File: src/rtl/ram_arbiter_pkg.sv
// Shared types and helpers for the data RAM arbiter.
// Optional build macro: RAM_ARBITER_ROUND_ROBIN_EN (see arb_pick).
package ram_arbiter_pkg;

    localparam int NUM_PORTS = 2;

    // Lock owner: nobody, the core path (port 0) or the loader/debug master (port 1).
    typedef enum logic [1:0] {
        OWN_NONE = 2'd0,
        OWN_P0   = 2'd1,
        OWN_P1   = 2'd2
    } owner_t;

    // Bits needed to hold a lock count in the range 0..lock_max.
    function automatic int lock_cnt_width(input int lock_max);
        return $clog2(lock_max + 1);
    endfunction

endpackage

File: src/rtl/ram_arbiter_pick.sv
// Combinational two-way picker for the RAM arbiter.
// Build macro RAM_ARBITER_ROUND_ROBIN_EN: when defined, contention in the
// unlocked state goes to the port that did not win last; otherwise port 0
// always wins. A locked owner is the only candidate in both builds.
module arb_pick
    import ram_arbiter_pkg::*;
(
    input  logic [NUM_PORTS-1:0] valid_i,
    input  owner_t               owner_i,
    input  logic                 last_i,
    output logic [NUM_PORTS-1:0] grant_o
);

`ifndef RAM_ARBITER_ROUND_ROBIN_EN
    // Fixed priority ignores the history bit.
    logic unused_last;
    assign unused_last = last_i;
`endif

    // Pick at most one valid port, honouring a current lock owner.
    always_comb begin
        grant_o = '0;
        case (owner_i)
            OWN_P0: grant_o[0] = valid_i[0];
            OWN_P1: grant_o[1] = valid_i[1];
            default: begin
`ifdef RAM_ARBITER_ROUND_ROBIN_EN
                if (valid_i[0] && valid_i[1]) begin
                    grant_o = last_i ? 2'b01 : 2'b10;
                end else if (valid_i[0]) begin
                    grant_o = 2'b01;
                end else if (valid_i[1]) begin
                    grant_o = 2'b10;
                end
`else
                if (valid_i[0]) begin
                    grant_o = 2'b01;
                end else if (valid_i[1]) begin
                    grant_o = 2'b10;
                end
`endif
            end
        endcase
    end

endmodule

File: src/rtl/ram_arbiter.sv
// Data RAM arbiter: port 0 is the core load/store path, port 1 the
// firmware loader/debug master. Grants one beat per cycle, returns read
// data one cycle later on the winning port and stalls the core while
// port 0 waits. Locked bursts are capped at LOCK_MAX consecutive grants.
// Arbitration policy is selected by RAM_ARBITER_ROUND_ROBIN_EN (in arb_pick).
//
// Handshake: a beat on port i transfers in the cycle where req_valid[i] and
// req_ready[i] are both 1. req_ready is combinational from this cycle's
// requests and may be 1 for at most one port. Requesters need not hold a
// request after it transfers; an unaccepted request may change freely.
// rsp_valid[i] is asserted for exactly one cycle, the cycle after a read
// beat on port i transferred; there is no response back-pressure.
module ram_arbiter
    import ram_arbiter_pkg::*;
#(
    parameter int RAM_WIDTH  = 31,
    parameter int DATA_WIDTH = 32,
    parameter int LOCK_MAX   = 8
) (
    input  logic                            clk,
    input  logic                            a_reset_n,
    input  logic [NUM_PORTS-1:0]            req_valid,
    output logic [NUM_PORTS-1:0]            req_ready,
    input  logic [NUM_PORTS-1:0]            req_we,
    input  logic [NUM_PORTS-1:0]            req_lock,
    input  logic [NUM_PORTS*RAM_WIDTH-1:0]  req_addr,
    input  logic [NUM_PORTS*DATA_WIDTH-1:0] req_wdata,
    output logic [NUM_PORTS-1:0]            rsp_valid,
    output logic [DATA_WIDTH-1:0]           rsp_rdata,
    output logic [RAM_WIDTH-1:0]            ram_address,
    output logic                            ram_we,
    output logic [DATA_WIDTH-1:0]           ram_wdata,
    input  logic [DATA_WIDTH-1:0]           ram_rdata,
    output logic                            core_stall,
    output logic [1:0]                      dbg_owner
);

    localparam int              CNT_W   = lock_cnt_width(LOCK_MAX);
    localparam logic [CNT_W-1:0] CNT_MAX = CNT_W'(LOCK_MAX);
    localparam logic [CNT_W-1:0] CNT_ONE = CNT_W'(1);

    owner_t               owner_q, owner_d;
    logic [CNT_W-1:0]     lock_cnt_q, lock_cnt_d;
    logic                 last_q, last_d;
    logic [NUM_PORTS-1:0] rsp_valid_q, rsp_valid_d;

    logic [NUM_PORTS-1:0] grant;
    logic [NUM_PORTS-1:0] accept;
    logic                 own_idx;
    logic                 own_valid;
    logic                 own_lock;
    logic [CNT_W-1:0]     cnt_inc;

    arb_pick u_pick (
        .valid_i (req_valid),
        .owner_i (owner_q),
        .last_i  (last_q),
        .grant_o (grant)
    );

    // Nothing is granted while reset is asserted, even though requests may be present.
    assign req_ready  = grant & {NUM_PORTS{a_reset_n}};
    assign accept     = req_valid & req_ready;
    assign core_stall = req_valid[0] & ~req_ready[0];
    assign rsp_valid  = rsp_valid_q;
    assign rsp_rdata  = ram_rdata;
    assign dbg_owner  = owner_q;

    assign own_idx   = (owner_q == OWN_P1);
    assign own_valid = req_valid[own_idx];
    assign own_lock  = req_lock[own_idx];
    assign cnt_inc   = lock_cnt_q + CNT_ONE;

    // Steer the granted port onto the RAM; drive zeros when idle.
    always_comb begin
        ram_address = '0;
        ram_we      = 1'b0;
        ram_wdata   = '0;
        if (req_ready[0]) begin
            ram_address = req_addr[0 +: RAM_WIDTH];
            ram_we      = req_we[0];
            ram_wdata   = req_wdata[0 +: DATA_WIDTH];
        end else if (req_ready[1]) begin
            ram_address = req_addr[RAM_WIDTH +: RAM_WIDTH];
            ram_we      = req_we[1];
            ram_wdata   = req_wdata[DATA_WIDTH +: DATA_WIDTH];
        end
    end

    // Lock state machine, grant history and read-response tracking.
    always_comb begin
        owner_d     = owner_q;
        lock_cnt_d  = lock_cnt_q;
        last_d      = last_q;
        rsp_valid_d = accept & ~req_we;

        if (|accept) begin
            last_d = accept[1];
        end

        case (owner_q)
            OWN_P0, OWN_P1: begin
                // lock_cnt_q counts beats already granted; cnt_inc includes this one.
                // An idle owner, a dropped lock or a full burst all release.
                if (!own_valid || !own_lock || (cnt_inc >= CNT_MAX)) begin
                    owner_d    = OWN_NONE;
                    lock_cnt_d = '0;
                end else begin
                    lock_cnt_d = cnt_inc;
                end
            end
            default: begin
                owner_d    = OWN_NONE;
                lock_cnt_d = '0;
                // A single-beat cap means a lock can never extend past this beat.
                if ((|(accept & req_lock)) && (CNT_ONE < CNT_MAX)) begin
                    owner_d    = accept[1] ? OWN_P1 : OWN_P0;
                    lock_cnt_d = CNT_ONE;
                end
            end
        endcase
    end

    // State registers; reset drops any in-flight response.
    always_ff @(posedge clk or negedge a_reset_n) begin
        if (!a_reset_n) begin
            owner_q     <= OWN_NONE;
            lock_cnt_q  <= '0;
            last_q      <= 1'b1;
            rsp_valid_q <= '0;
        end else begin
            owner_q     <= owner_d;
            lock_cnt_q  <= lock_cnt_d;
            last_q      <= last_d;
            rsp_valid_q <= rsp_valid_d;
        end
    end

endmodule

File: config.mk
export PLATFORM = sky130hd
export DESIGN_NAME = ram_arbiter
export DESIGN_NICKNAME = d
export VERILOG_FILES = /design/src/rtl/ram_arbiter_pkg.sv /design/src/rtl/ram_arbiter_pick.sv /design/src/rtl/ram_arbiter.sv
export SDC_FILE = /design/constraint.sdc
export NUM_CORES = 1
export LEC_CHECK = 0
export ABC_AREA = 1
export BUFFER_PORTS_ARGS = -buffer_cell sky130_fd_sc_hd__buf_4
export CORE_AREA = 5 5 102 104
export CTS_CLUSTER_DIAMETER = 30
export DETAILED_ROUTE_END_ITERATION = 7
export DIE_AREA = 0 0 107 109
export SYNTH_ARGS = -nofsm -noshare
export SYNTH_HDL_FRONTEND = slang
export SYNTH_SLANG_ARGS = --single-unit
export TNS_END_PERCENT = 10
File: constraint.sdc
create_clock -name clk -period 3.3 [get_ports clk]
set_clock_uncertainty 0.15 [all_clocks]
set_input_delay 0.66 -clock clk [delete_from_list [all_inputs] [get_ports clk]]
set_output_delay 0.66 -clock clk [all_outputs]
set_load 0.1 [all_outputs]
# After elaboration in Yosys (flattened, before gate mapping)
# Index checks and enable logic that the tools add are counted.
classes:
  eq_ne: 3
  bitwise_logic: 7
  n_reduce_logical: 6
  order_cmp: 2
  n_mux: 21
  n_addsub: 1
ops:
  columns: ["operator", "n"]
  rows:
  - ["32-bit 2-to-1 mux", 2]
  - ["31-bit 2-to-1 mux", 2]
  - ["2-bit 2-to-1 mux", 6]
  - ["2-bit AND", 4]
  - ["4-bit 2-to-1 mux", 2]
  - ["1-bit 2-to-1 mux", 7]
  - ["4-bit by 1-bit adder with 4-bit output, second input constant", 1]
  - ["4-bit >= comparator, second input constant", 1]
  - ["1-bit case mux with 2 select lines", 2]
  - ["2-bit OR reduction", 2]
  - ["2-bit by 1-bit equality test with 1-bit output, second input constant", 1]
  - ["2-bit equality test, second input constant", 1]
  - ["1-bit logical NOT", 2]
  - ["1-bit logical OR", 2]
  - ["1-bit by 2-bit less-than comparator with 1-bit output, second input constant", 1]
  - ["2-bit inequality test, second input constant", 1]
  - ["2-bit NOT", 1]
  - ["1-bit AND", 1]
  - ["1-bit NOT", 1]
word_totals:
  inputBits: 166
  register_bits: 8
  out_inout_bits: 103
  wordCells: 43

# Longest topological paths before layout
# Gate-level depths: netlist (run 1).
logic_depth:
  ltp_word: 9
  depth_mapped: 10

# By module
# Synthesis (run 1) repeated with hierarchy kept, for this count alone.
unflattened:
  cells_unflattened: 308
  hier_area_um2: 1677.9
by_module_without_submodules:
  columns: ["mod", "seq_area_each_um2", "area_per_inst_um2", "cells_each", "instances"]
  rows:
  - ["ram_arbiter", 226.5, 1620.3, 298, 1]
  - ["arb_pick", 0.0, 57.6, 10, 1]

# Least setup slack after synthesis (run 1)
# Ideal clock, no wire load.
synth_timing:
  kind: "reg-to-output"
  startpoint: "register owner_q[0], in the netlist dbg_owner[0]"
  endpoint: "output port ram_we"
  slack_ns: -0.948
  stages_incl_launch_ff: 9
  arrival_time_ns: 3.438
  cell_sequence: "dfrtp_1 > inv_1 > ha_1 > inv_2 > nand2_1 > nand3_2 > buf_2 > buf_6 > a21oi_1"
synth_via:
  elab_chain_len: 5
synth_lines:
  columns: ["element", "line", "source"]
  rows:
  - ["start, declared", "ram_arbiter.sv:42", "owner_t owner_q, owner_d;"]
  - ["start signal, assigned", "ram_arbiter.sv:132", "owner_q <= owner_d;"]
  - ["2-bit equality test / 2-bit by 1-bit equality test with 1-bit output (equally long branches)", "ram_arbiter_pick.sv:23", "case (owner_i)"]
  - ["1-bit case mux with 2 select lines", "ram_arbiter_pick.sv:23", null]
  - ["2-bit AND (*)", "ram_arbiter.sv:62", "assign req_ready = grant & {NUM_PORTS{a_reset_n}};"]
  - ["1-bit 2-to-1 mux", "ram_arbiter.sv:83", "end else if (req_ready[1]) begin"]
  - ["1-bit 2-to-1 mux (*)", "ram_arbiter.sv:79", "if (req_ready[0]) begin"]
  - ["end, declared", "ram_arbiter.sv:31", "output logic ram_we,"]
# Every way passes the cells marked *; elsewhere a longest branch is shown, timed or not.

# Final worst setup path (run 1)
# Ends and elaborated chain as after synthesis.

==> results of run 1 <==
[cell usage in the layout, fill, tap and decap left out, drive strengths merged, types with 2 or more instances in the layout]
cell,count
ha,3
buf,210
a21oi,2
nand3,72
nor2,7
nand2,137
inv,9
clkbuf,4
dfrtp,8
[critical path, stage by stage (launching register included)]
cell and delay, ns:
dfrtp_2 0.38, inv_1 0.05, ha_1 0.39, inv_2 0.07, nand2_1 0.07, nand3_2 0.09
buf_4 0.37, nor2_1 0.16, a21oi_4 0.13, buf_4 0.30
[per-stage QoR]
stage | setup WS (ns) | util [%] | power, mW | cell area (um2)
final | 0.235 | 33.0 | 1.07 | 3120
after global routing | 0.0671 | 33.0 | 1.12 | 3120
after CTS | 0.151 | 33.0 | 1.08 | 3120
after detailed placement | 0.349 | 32.5 | 0.959 | 3070
after global placement | 0.387 | 32.5 | 0.954 | 3070
after floorplan | 0.0128 | - | 0.898 | 1750
[what timing repair did]
action,CTS,global route
setup buffers,0,0
resized for setup,0,1
endpoints found under the setup margin,0,1
[sequential cells by signal, indices dropped and copies added, names as in the netlist]
name	count
lock_cnt_q	4
rsp_valid	2
dbg_owner	2
[power by group]
group	internal, mW	switching (mW)
logic	0.225	0.623
clock network	0.0835	0.0361
registers	0.103	0.00287
total	0.411	0.662
[cells by family (layout without fill, tap and decap cells)]
family / count (synthesis) / in the layout
AOI/OAI and AO/OA: 2 / 2
xor gates and xnor gates: 2 / 2
adders and majority gates: 3 / 3
buffers and inverters: 62 / 223
DFF: 8 / 8
other: 1 / 1
and+or+nand+nor: 218 / 218
[cell usage after synthesis]
master	n	share of area, %
a21oi_1	2	0.59
buf_2	7	2.1
buf_4	34	15
buf_6	10	6.6
buf_8	1	0.88
clkbuf_1	1	0.22
conb_1	1	0.22
dfrtp_1	8	12
ha_1	3	2.2
inv_1	7	1.5
inv_2	2	0.44
nand2_1	136	30
nand2_2	1	0.37
nand3_1	61	18
nand3_2	11	6.5
nand3b_1	1	0.44
nand4_1	1	0.37
nor2_1	5	1.1
nor2_2	1	0.37
nor2_4	1	0.66
xnor2_1	1	0.51
xor2_1	1	0.51
[layout make-up]
class	count	area, um2	share of cell area (%)
clock buffers	4	45.0	1.44
repair buffers	210	1610	51.4
well taps	114	143	4.57
multi-input cells	226	1090	35.0
flip-flops and latches	8	203	6.49
inverters	9	33.8	1.08
[path summary, 6_finish.rpt]
path | from | to | slack (ns) | depth (start not counted)
setup / recovery | dbg_owner[0] | ram_we | 0.23 | 9
hold / removal | a_reset_n | dbg_owner[0] | 0.10 | 1
setup reg to reg | dbg_owner[0] | rsp_valid[0] | 1.40 | 7
hold reg to reg | dbg_owner[0] | dbg_owner[0] | 0.41 | 2
max in group asynchronous | a_reset_n | dbg_owner[1] | 2.74 | 1
min in group clk | dbg_owner[0] | dbg_owner[0] | 0.41 | 2
[metal layers]
layer  vias to the layer above  global-route usage (%)  part of all wire (%)
li1                       1225                       -                     -
met1                      1081                    12.1                    34
met2                       146                    22.5                    54
met3                         6                    4.03                    11
met4                         0                    1.74                  0.59
met5                         -                       0                     0
==> results.json, run 1 <==
{
  "synthDistinctLibCells": 22,
  "chipHeight_um": 109,
  "rsz0062_at_grt": "false",
  "dp.final_hpwl_um": 6360,
  "crit_arrival_ns": 2.26,
  "num_vias": 2458,
  "endpoint_kind": "output pin",
  "fin_crit_ns": 3.07,
  "syn_area_mm2": 0.00171,
  "fin_cells": 571,
  "drt_iter0_drc": 186,
  "fin_nets": 627,
  "rows": 36,
  "synth_mux_area_share_pct": 0,
  "core_mm2": 0.00946,
  "fp.dieW_um": 107,
  "layout_worst_path_cycle_share_pct": 92.9,
  "finalHoldViolations": 0,
  "ys.warnings.count": 0,
  "synth_seq_cells": 8,
  "slew_violations": 0,
  "gp_congestion": 0.807,
  "p_leak_nw": 1.83,
  "ys_seq_area_share_pct": 11.7,
  "synthesis.nets": 465,
  "cts_tree": "built",
  "clockBufferDepth": 2,
  "die_area_mm2": 0.0117,
  "port_buffers": 204,
  "yosys.area_share.adder_pct": 2.20,
  "route.detailed.drc": 0,
  "area.growth.synth_to_final_pct": 82.9,
  "min-delay-path-class": "input pin to async pin",
  "grt_pass1_vias": 2383,
  "p_per_area_mw_per_mm2": 344,
  "startpoint_type": "flop",
  "clk_latency_ns": 0.23,
  "initial_utilization_pct": 18.0,
  "syn_area_per_cell_um2": 5.77,
  "path_max_fanout": 39,
  "fillers": 1021,
  "firstDrtPassIters": 4,
  "via_per_inst": 4.30,
  "track_usage_pct": 11.5,
  "drive_gt1_share_pct": 53.2,
  "grt_pass1_wl_um": 11200,
  "critPathKind": "flop to output pin",
  "routed_wl_um": 7470,
  "status": "finished clean",
  "cts.sinks": 8,
  "antenna_found_initial": 0,
  "ctsHoldBuffers": 0,
  "cts_root_buffer": "clkbuf_8",
  "synth_top_family_by_area": "simple AND/OR/NAND/NOR gates",
  "post-place-cells": 567,
  "num_antenna_cells": 0,
  "ir_drop_mv": 0.366,
  "finalSetupViolCount": 0,
  "cts_htree_levels": 1,
  "worstPathRequired_ns": 2.49,
  "grt-ovfl-total": 0,
  "yosys.area_share.simple_pct": 57.6,
  "path_clk_slew_ns": 0.04,
  "ant_nets": 0,
  "synth-xor-area-share_pct": 1.03,
  "wl_per_cell_um": 13.1,
  "io_pins": 269,
  "grt_max_degree": 40,
  "cap_violations": 0,
  "whs_ns": 0.105,
  "syn-instance-count": 296,
  "synth_compound_area_share_pct": 0.587,
  "fmax_mhz": 326,
  "cts_made_buffers": 3,
  "fin_tns_setup_ns": 0
}
Power figures use the tool's default switching activity.
==> run 2, diff against run 1 <==
--- a/config.mk
+++ b/config.mk
@@ -5,12 +5,11 @@
 export SDC_FILE = /design/constraint.sdc
 export NUM_CORES = 1
 export LEC_CHECK = 0
-export ABC_AREA = 1
 export BUFFER_PORTS_ARGS = -buffer_cell sky130_fd_sc_hd__buf_4
-export CORE_AREA = 5 5 102 104
+export CORE_AREA = 5 5 101 103
 export CTS_CLUSTER_DIAMETER = 30
 export DETAILED_ROUTE_END_ITERATION = 7
-export DIE_AREA = 0 0 107 109
+export DIE_AREA = 0 0 106 108
 export SYNTH_ARGS = -nofsm -noshare
 export SYNTH_HDL_FRONTEND = slang
 export SYNTH_SLANG_ARGS = --single-unit
==> run 2 against run 1 <==
Compared with the run above:
- worst hold slack got worse by 0.0024 ns
- via count decreased by 23%
- sequential power about the same
- sequential share of layout area increased by 0.88 points
- count of clock-buffer cells in the layout unchanged
- synthesized area decreased by 19%
- setup slack got worse by 0.10 ns
- non-clock buffer count decreased by 2
- critical path depth decreased by 2
- combinational power decreased by 6.8%
- clock power increased by 4%
- critical endpoint is now ram_wdata[1]
==> results.json, run 2 <==
{
  "status": "finished clean",
  "synthDistinctLibCells": 28,
  "whs_ns": 0.103,
  "cap_violations": 0,
  "use_met1_pct": 12.0,
  "p_per_area_mw_per_mm2": 362,
  "placed_area_mm2": 0.00277,
  "synth_seq_cells": 8,
  "antenna_found_initial": 0,
  "grt_pass1_wl_um": 10700,
  "min-delay-path-class": "input pin to async pin",
  "cts_root_buffer": "clkbuf_8",
  "rsz0062_at_grt": "false",
  "fp.dieW_um": 106,
  "fin_area_mm2": 0.00282,
  "slew_headroom_pct": 65.5,
  "path_max_fanout": 36,
  "intPower_mw": 0.420,
  "fin_crit_ns": 3.17,
  "die_area_mm2": 0.0114,
  "fin_cells": 427,
  "drive_gt1_share_pct": 72.2,
  "finalHoldViolations": 0,
  "fin_util_pct": 30.9,
  "gp_congestion": 0.793,
  "met3_usage_pct": 4.00,
  "grt_max_degree": 68,
  "firstDrtPassIters": 6,
  "area.growth.synth_to_final_pct": 104,
  "grt_pass1_vias": 2061,
  "dp.final_hpwl_um": 6400,
  "crit_arrival_ns": 2.36,
  "syn_area_per_cell_um2": 9.12,
  "finalSetupViolCount": 0,
  "ys_seq_area_share_pct": 14.5,
  "post-cts-setup-buffers": 0,
  "top_register": "lock_cnt_q",
  "layout_worst_path_cycle_share_pct": 95.9,
  "switchingPower_mw": 0.599,
  "route.detailed.drc": 0,
  "io_pins": 269,
  "power_mw": 1.02,
  "critPathKind": "flop to output pin",
  "ant_nets": 0,
  "yosysTopAreaCellShare_pct": 40.7,
  "clockBufferDepth": 2,
  "layout_common_cells": "205 x buf_4, 56 x a22o_1, 7 x a22o_2, 6 x dfrtp_1",
  "worst_slew_pin_slew_ns": 0.518,
  "synth_edf_count": 0,
  "via_per_inst": 4.43,
  "num_vias": 1893,
  "cts_tree": "built",
  "cts.sinks": 8,
  "power.share.switching_pct": 58.8,
  "cts_made_buffers": 3,
  "routed_wl_um": 7400,
  "worstPathRequired_ns": 2.49,
  "synth_ff_type": "dfrtp_1",
  "track_usage_pct": 11.5,
  "drt_iter0_drc": 114,
  "fin_ws_ns": 0.135,
  "synthArstFlopShare_pct": 100,
  "post-place-cells": 423,
  "wl_per_cell_um": 17.3,
  "path_clk_slew_ns": 0.05,
  "initial_utilization_pct": 15.1,
  "synth_area_leaders": "a22o_1 41%, buf_4 17%, dfrtp_1 15%",
  "cts_htree_levels": 1,
  "fmax_mhz": 316,
  "netlist.top_cell.by_area": "a22o_1",
  "slew_violations": 0,
  "synth_common_cells": "64 x a22o_1, 32 x buf_4, 11 x buf_6, 8 x dfrtp_1, 4 x clkbuf_1",
  "fin_nets": 486,
  "clk_latency_ns": 0.23,
  "port_buffers": 204,
  "syn-instance-count": 151,
  "cts_resized": 0,
  "final_common_cell": "buf_4",
  "syn_area_mm2": 0.00138,
  "core_mm2": 0.00911,
  "seq_power_share_pct": 10.3,
  "num_antenna_cells": 0,
  "p_comb_share_pct": 77.4,
  "ctsHoldBuffers": 0,
  "rows": 35,
  "grt-ovfl-total": 0,
  "p_clk_share_pct": 12.3,
  "grtUsageMet2_pct": 21.9,
  "p_leak_nw": 1.50,
  "dp_slack_ns": 0.359,
  "ir_drop_mv": 0.130,
  "post-synth-top-count-cell": "a22o_1",
  "ys.warnings.count": 0,
  "chipHeight_um": 108,
  "fin_tns_setup_ns": 0,
  "synthesis.nets": 320,
  "startpoint_type": "flop",
  "largest_register_ffs": 4,
  "endpoint_kind": "output pin",
  "busiest_layer": "met2"
}
run 2: cell types whose count changed in the layout (fill, tap and decap cells not counted), moves of 7 or more:
cell,before,now
a22o_1,0,56
a22o_2,0,7
nand2_1,127,3
nand2_2,10,0
nand3_1,61,1
nand3_2,11,0
run 2: cell families (layout without fill, tap and decap cells):
kind of cell	after synthesis	in the layout	synth area share, %
fa+ha+maj	3	3	2.73
xor+xnor	1	1	0.636
compound gates	74	74	47.4
buf+inv	49	214	28.1
other cells	1	1	0.272
flops	8	8	14.5
simple gates	15	15	6.36
run 2: critical path, cell delays in order (launching register included):
cell and delay (ns):
dfrtp_4 0.48, inv_1 0.07, ha_1 0.24, or2_4 0.26, a211oi_4 0.35, buf_12 0.24
a22o_1 0.17, buf_4 0.29
run 2: path summary, 6_finish.rpt:
check	slack, ns	end	cells after the start	start
worst max-delay path	0.13	ram_wdata[1]	7	dbg_owner[0]
worst min-delay path	0.10	dbg_owner[0]	1	a_reset_n
worst max register to register	1.26	dbg_owner[0]	6	dbg_owner[0]
worst min register to register	0.43	dbg_owner[1]	1	dbg_owner[1]
max in group asynchronous	2.73	dbg_owner[1]	1	a_reset_n
min in group clk	0.43	dbg_owner[1]	1	dbg_owner[1]
run 2: cell type report:
| cell class | count | area [um2] |
|---|---|---|
| clock buffer | 4 | 45.0 |
| fill | 945 | 6290 |
| inverter | 2 | 7.51 |
| multi-input combinational | 94 | 817 |
| sequential | 8 | 208 |
| tap | 111 | 139 |
| timing repair buffer | 208 | 1600 |
run 2: layer usage:
layer / share of wire (%) / wire (um)
met5: 0 / 0
met4: 1.0 / 75
met3: 11 / 848
met2: 52 / 3860
met1: 35 / 2620
run 2: power by group through the flow:
stage / logic [mW] / registers [mW] / clock network [mW]
6_report: 0.790 / 0.105 / 0.125
5_1_grt: 0.819 / 0.105 / 0.135
4_1_cts: 0.796 / 0.105 / 0.129
3_5_place_dp: 0.795 / 0.106 / 0
3_3_place_gp: 0.792 / 0.106 / 0
2_1_floorplan: 0.727 / 0.119 / 0
==> run 3, diff against run 2 <==
--- a/config.mk
+++ b/config.mk
@@ -6,10 +6,13 @@
 export NUM_CORES = 1
 export LEC_CHECK = 0
 export BUFFER_PORTS_ARGS = -buffer_cell sky130_fd_sc_hd__buf_4
-export CORE_AREA = 5 5 101 103
+export CELL_PAD_IN_SITES_DETAIL_PLACEMENT = 1
+export CELL_PAD_IN_SITES_GLOBAL_PLACEMENT = 1
+export CORE_AREA = 5 5 102 104
 export CTS_CLUSTER_DIAMETER = 30
 export DETAILED_ROUTE_END_ITERATION = 7
-export DIE_AREA = 0 0 106 108
+export DIE_AREA = 0 0 107 109
+export PLACE_DENSITY_LB_ADDON = 0.1
 export SYNTH_ARGS = -nofsm -noshare
 export SYNTH_HDL_FRONTEND = slang
 export SYNTH_SLANG_ARGS = --single-unit
==> run 3 against run 2 <==
Compared with the run above:
- sequential share of layout area shrank 0.50 points
- critical path type unchanged
- worst hold slack lost 0.0033 ns
- largest power group unchanged
- global-route usage grew 1.2 points
==> results.json, run 3 (same netlist as run 2, synthesis figures left out) <==
{
  "status": "finished clean",
  "fin_ws_ns": 0.0632,
  "num_vias": 1942,
  "met3_usage_pct": 3.55,
  "track_usage_pct": 12.7,
  "grt-ovfl-total": 0,
  "io_pins": 269,
  "chipHeight_um": 109,
  "largest_register_ffs": 4,
  "gp_congestion": 0.769,
  "die_area_mm2": 0.0117,
  "drt_iter0_drc": 81,
  "clockBufferDepth": 2,
  "p_per_area_mw_per_mm2": 354,
  "ctsHoldBuffers": 0,
  "use_met1_pct": 13.7,
  "fin_crit_ns": 3.24,
  "cts_made_buffers": 3,
  "routed_wl_um": 8640,
  "p_leak_nw": 1.56,
  "wl_per_cell_um": 19.9,
  "worstSetupStartpoint": "dbg_owner[0]",
  "cts_tree": "built",
  "firstDrtPassIters": 4,
  "antenna_found_initial": 0,
  "rows": 36,
  "path_clk_slew_ns": 0.05,
  "cts.sinks": 8,
  "grt_max_degree": 45,
  "fp.dieW_um": 107,
  "layout_worst_path_cycle_share_pct": 98.1,
  "grt_pass1_wl_um": 11600,
  "top_register": "lock_cnt_q",
  "port_buffers": 204,
  "placed_area_mm2": 0.00278,
  "grt_pass1_vias": 2022,
  "clk_latency_ns": 0.24,
  "fmax_mhz": 309,
  "initial_utilization_pct": 14.6,
  "crit_arrival_ns": 2.43,
  "fin_util_pct": 31.9,
  "final_common_cell": "buf_4",
  "endpoint_kind": "output pin",
  "drive_gt1_share_pct": 72.9,
  "num_antenna_cells": 0,
  "fillers": 1111,
  "cts_htree_levels": 1,
  "ff2ff_path_depth": 6,
  "via_per_inst": 4.46,
  "slew_violations": 0,
  "route.detailed.drc": 0,
  "dp_slack_ns": 0.212,
  "worstPathRequired_ns": 2.49,
  "regToRegSetupSlack_ns": 1.15,
  "path_max_fanout": 20,
  "cap_violations": 0,
  "grtUsageMet2_pct": 24.4,
  "critPathKind": "flop to output pin",
  "area.growth.synth_to_final_pct": 119,
  "endpoint": "ram_address[2]",
  "fin_nets": 491,
  "core_mm2": 0.00946,
  "busiest_layer": "met2",
  "fin_area_mm2": 0.00302,
  "finalHoldViolations": 0,
  "ant_nets": 0,
  "startpoint_type": "flop",
  "finalSetupViolCount": 0,
  "layout_common_cells": "171 x buf_4, 56 x a22o_1, 38 x buf_6, 7 x a22o_2, 6 x dfrtp_1",
  "cts_root_buffer": "clkbuf_8",
  "min-delay-path-class": "input pin to async pin",
  "whs_ns": 0.0992,
  "ir_drop_mv": 0.102,
  "dp.final_hpwl_um": 7020,
  "rr_endpoint": "dbg_owner[0]",
  "r2r_start": "dbg_owner[0]"
}
==> run 3: how the worst min path moves through the flow <==
| stage | slack [ns] | cells past startpoint | endpoint |
|---|---|---|---|
| after floorplan | 0.21 | 0 | lock_cnt_q[0] |
| after global placement | 0.36 | 1 | dbg_owner[1] |
| after detailed placement | 0.36 | 1 | dbg_owner[1] |
| after CTS | 0.10 | 1 | dbg_owner[1] |
| after global routing | 0.10 | 1 | dbg_owner[1] |
| final | 0.1 | 1 | dbg_owner[1] |
==> run 3: cell type report <==
cell class | instances | area [um2] | area share [%]
clock buffers | 4 | 45.0 | 1.49
inverters | 2 | 7.51 | 0.249
multi-input cells | 94 | 820 | 27.1
flip-flops and latches | 8 | 208 | 6.88
well taps | 114 | 143 | 4.72
repair buffers | 213 | 1800 | 59.5
==> run 3: worst max-delay path, cell delays in order (launching register included) <==
cell,delay (ns)
dfrtp_4,0.49
inv_1,0.07
ha_2,0.31
or2_4,0.27
a211oi_4,0.25
buf_4,0.16
buf_6,0.18
a22o_1,0.16
buf_4,0.29
==> run 3: metrics by stage <==
step                power, mW  setup TNS, ns  cells
CTS                      1.06      -0.000215    431
floorplan               0.847         -16.05    151
finish                   1.07              0    435
global route             1.11        -0.0355    435
global placement        0.905              0    427
detailed placement      0.906              0    427
==> run 3: where the power goes <==
group / total (mW) / internal, mW / switching, mW / leakage [nW]
Sequential: 0.105 / 0.102 / 0.00297 / 0.104
Combinational: 0.829 / 0.263 / 0.566 / 1.43
Clock: 0.136 / 0.0848 / 0.0507 / 0.0228
Total: 1.07 / 0.450 / 0.620 / 1.56
==> run 3: metal layers <==
metal / up-vias / wire, um / part of all wire [%]
met1: 909 / 3030 / 35
met5: - / 0 / 0
met4: 0 / 99 / 1.1
met3: 16 / 792 / 9.2
li1: 899 / - / -
met2: 118 / 4710 / 55
==> run 3: what timing repair did <==
action | in CTS | in global routing
cloned | 0 | 1
setup endpoints to repair | 22 | 64
buffers inserted | 0 | 3
hold endpoints to repair | 0 | 0
resized for setup | 27 | 12
pin swaps | 0 | 1
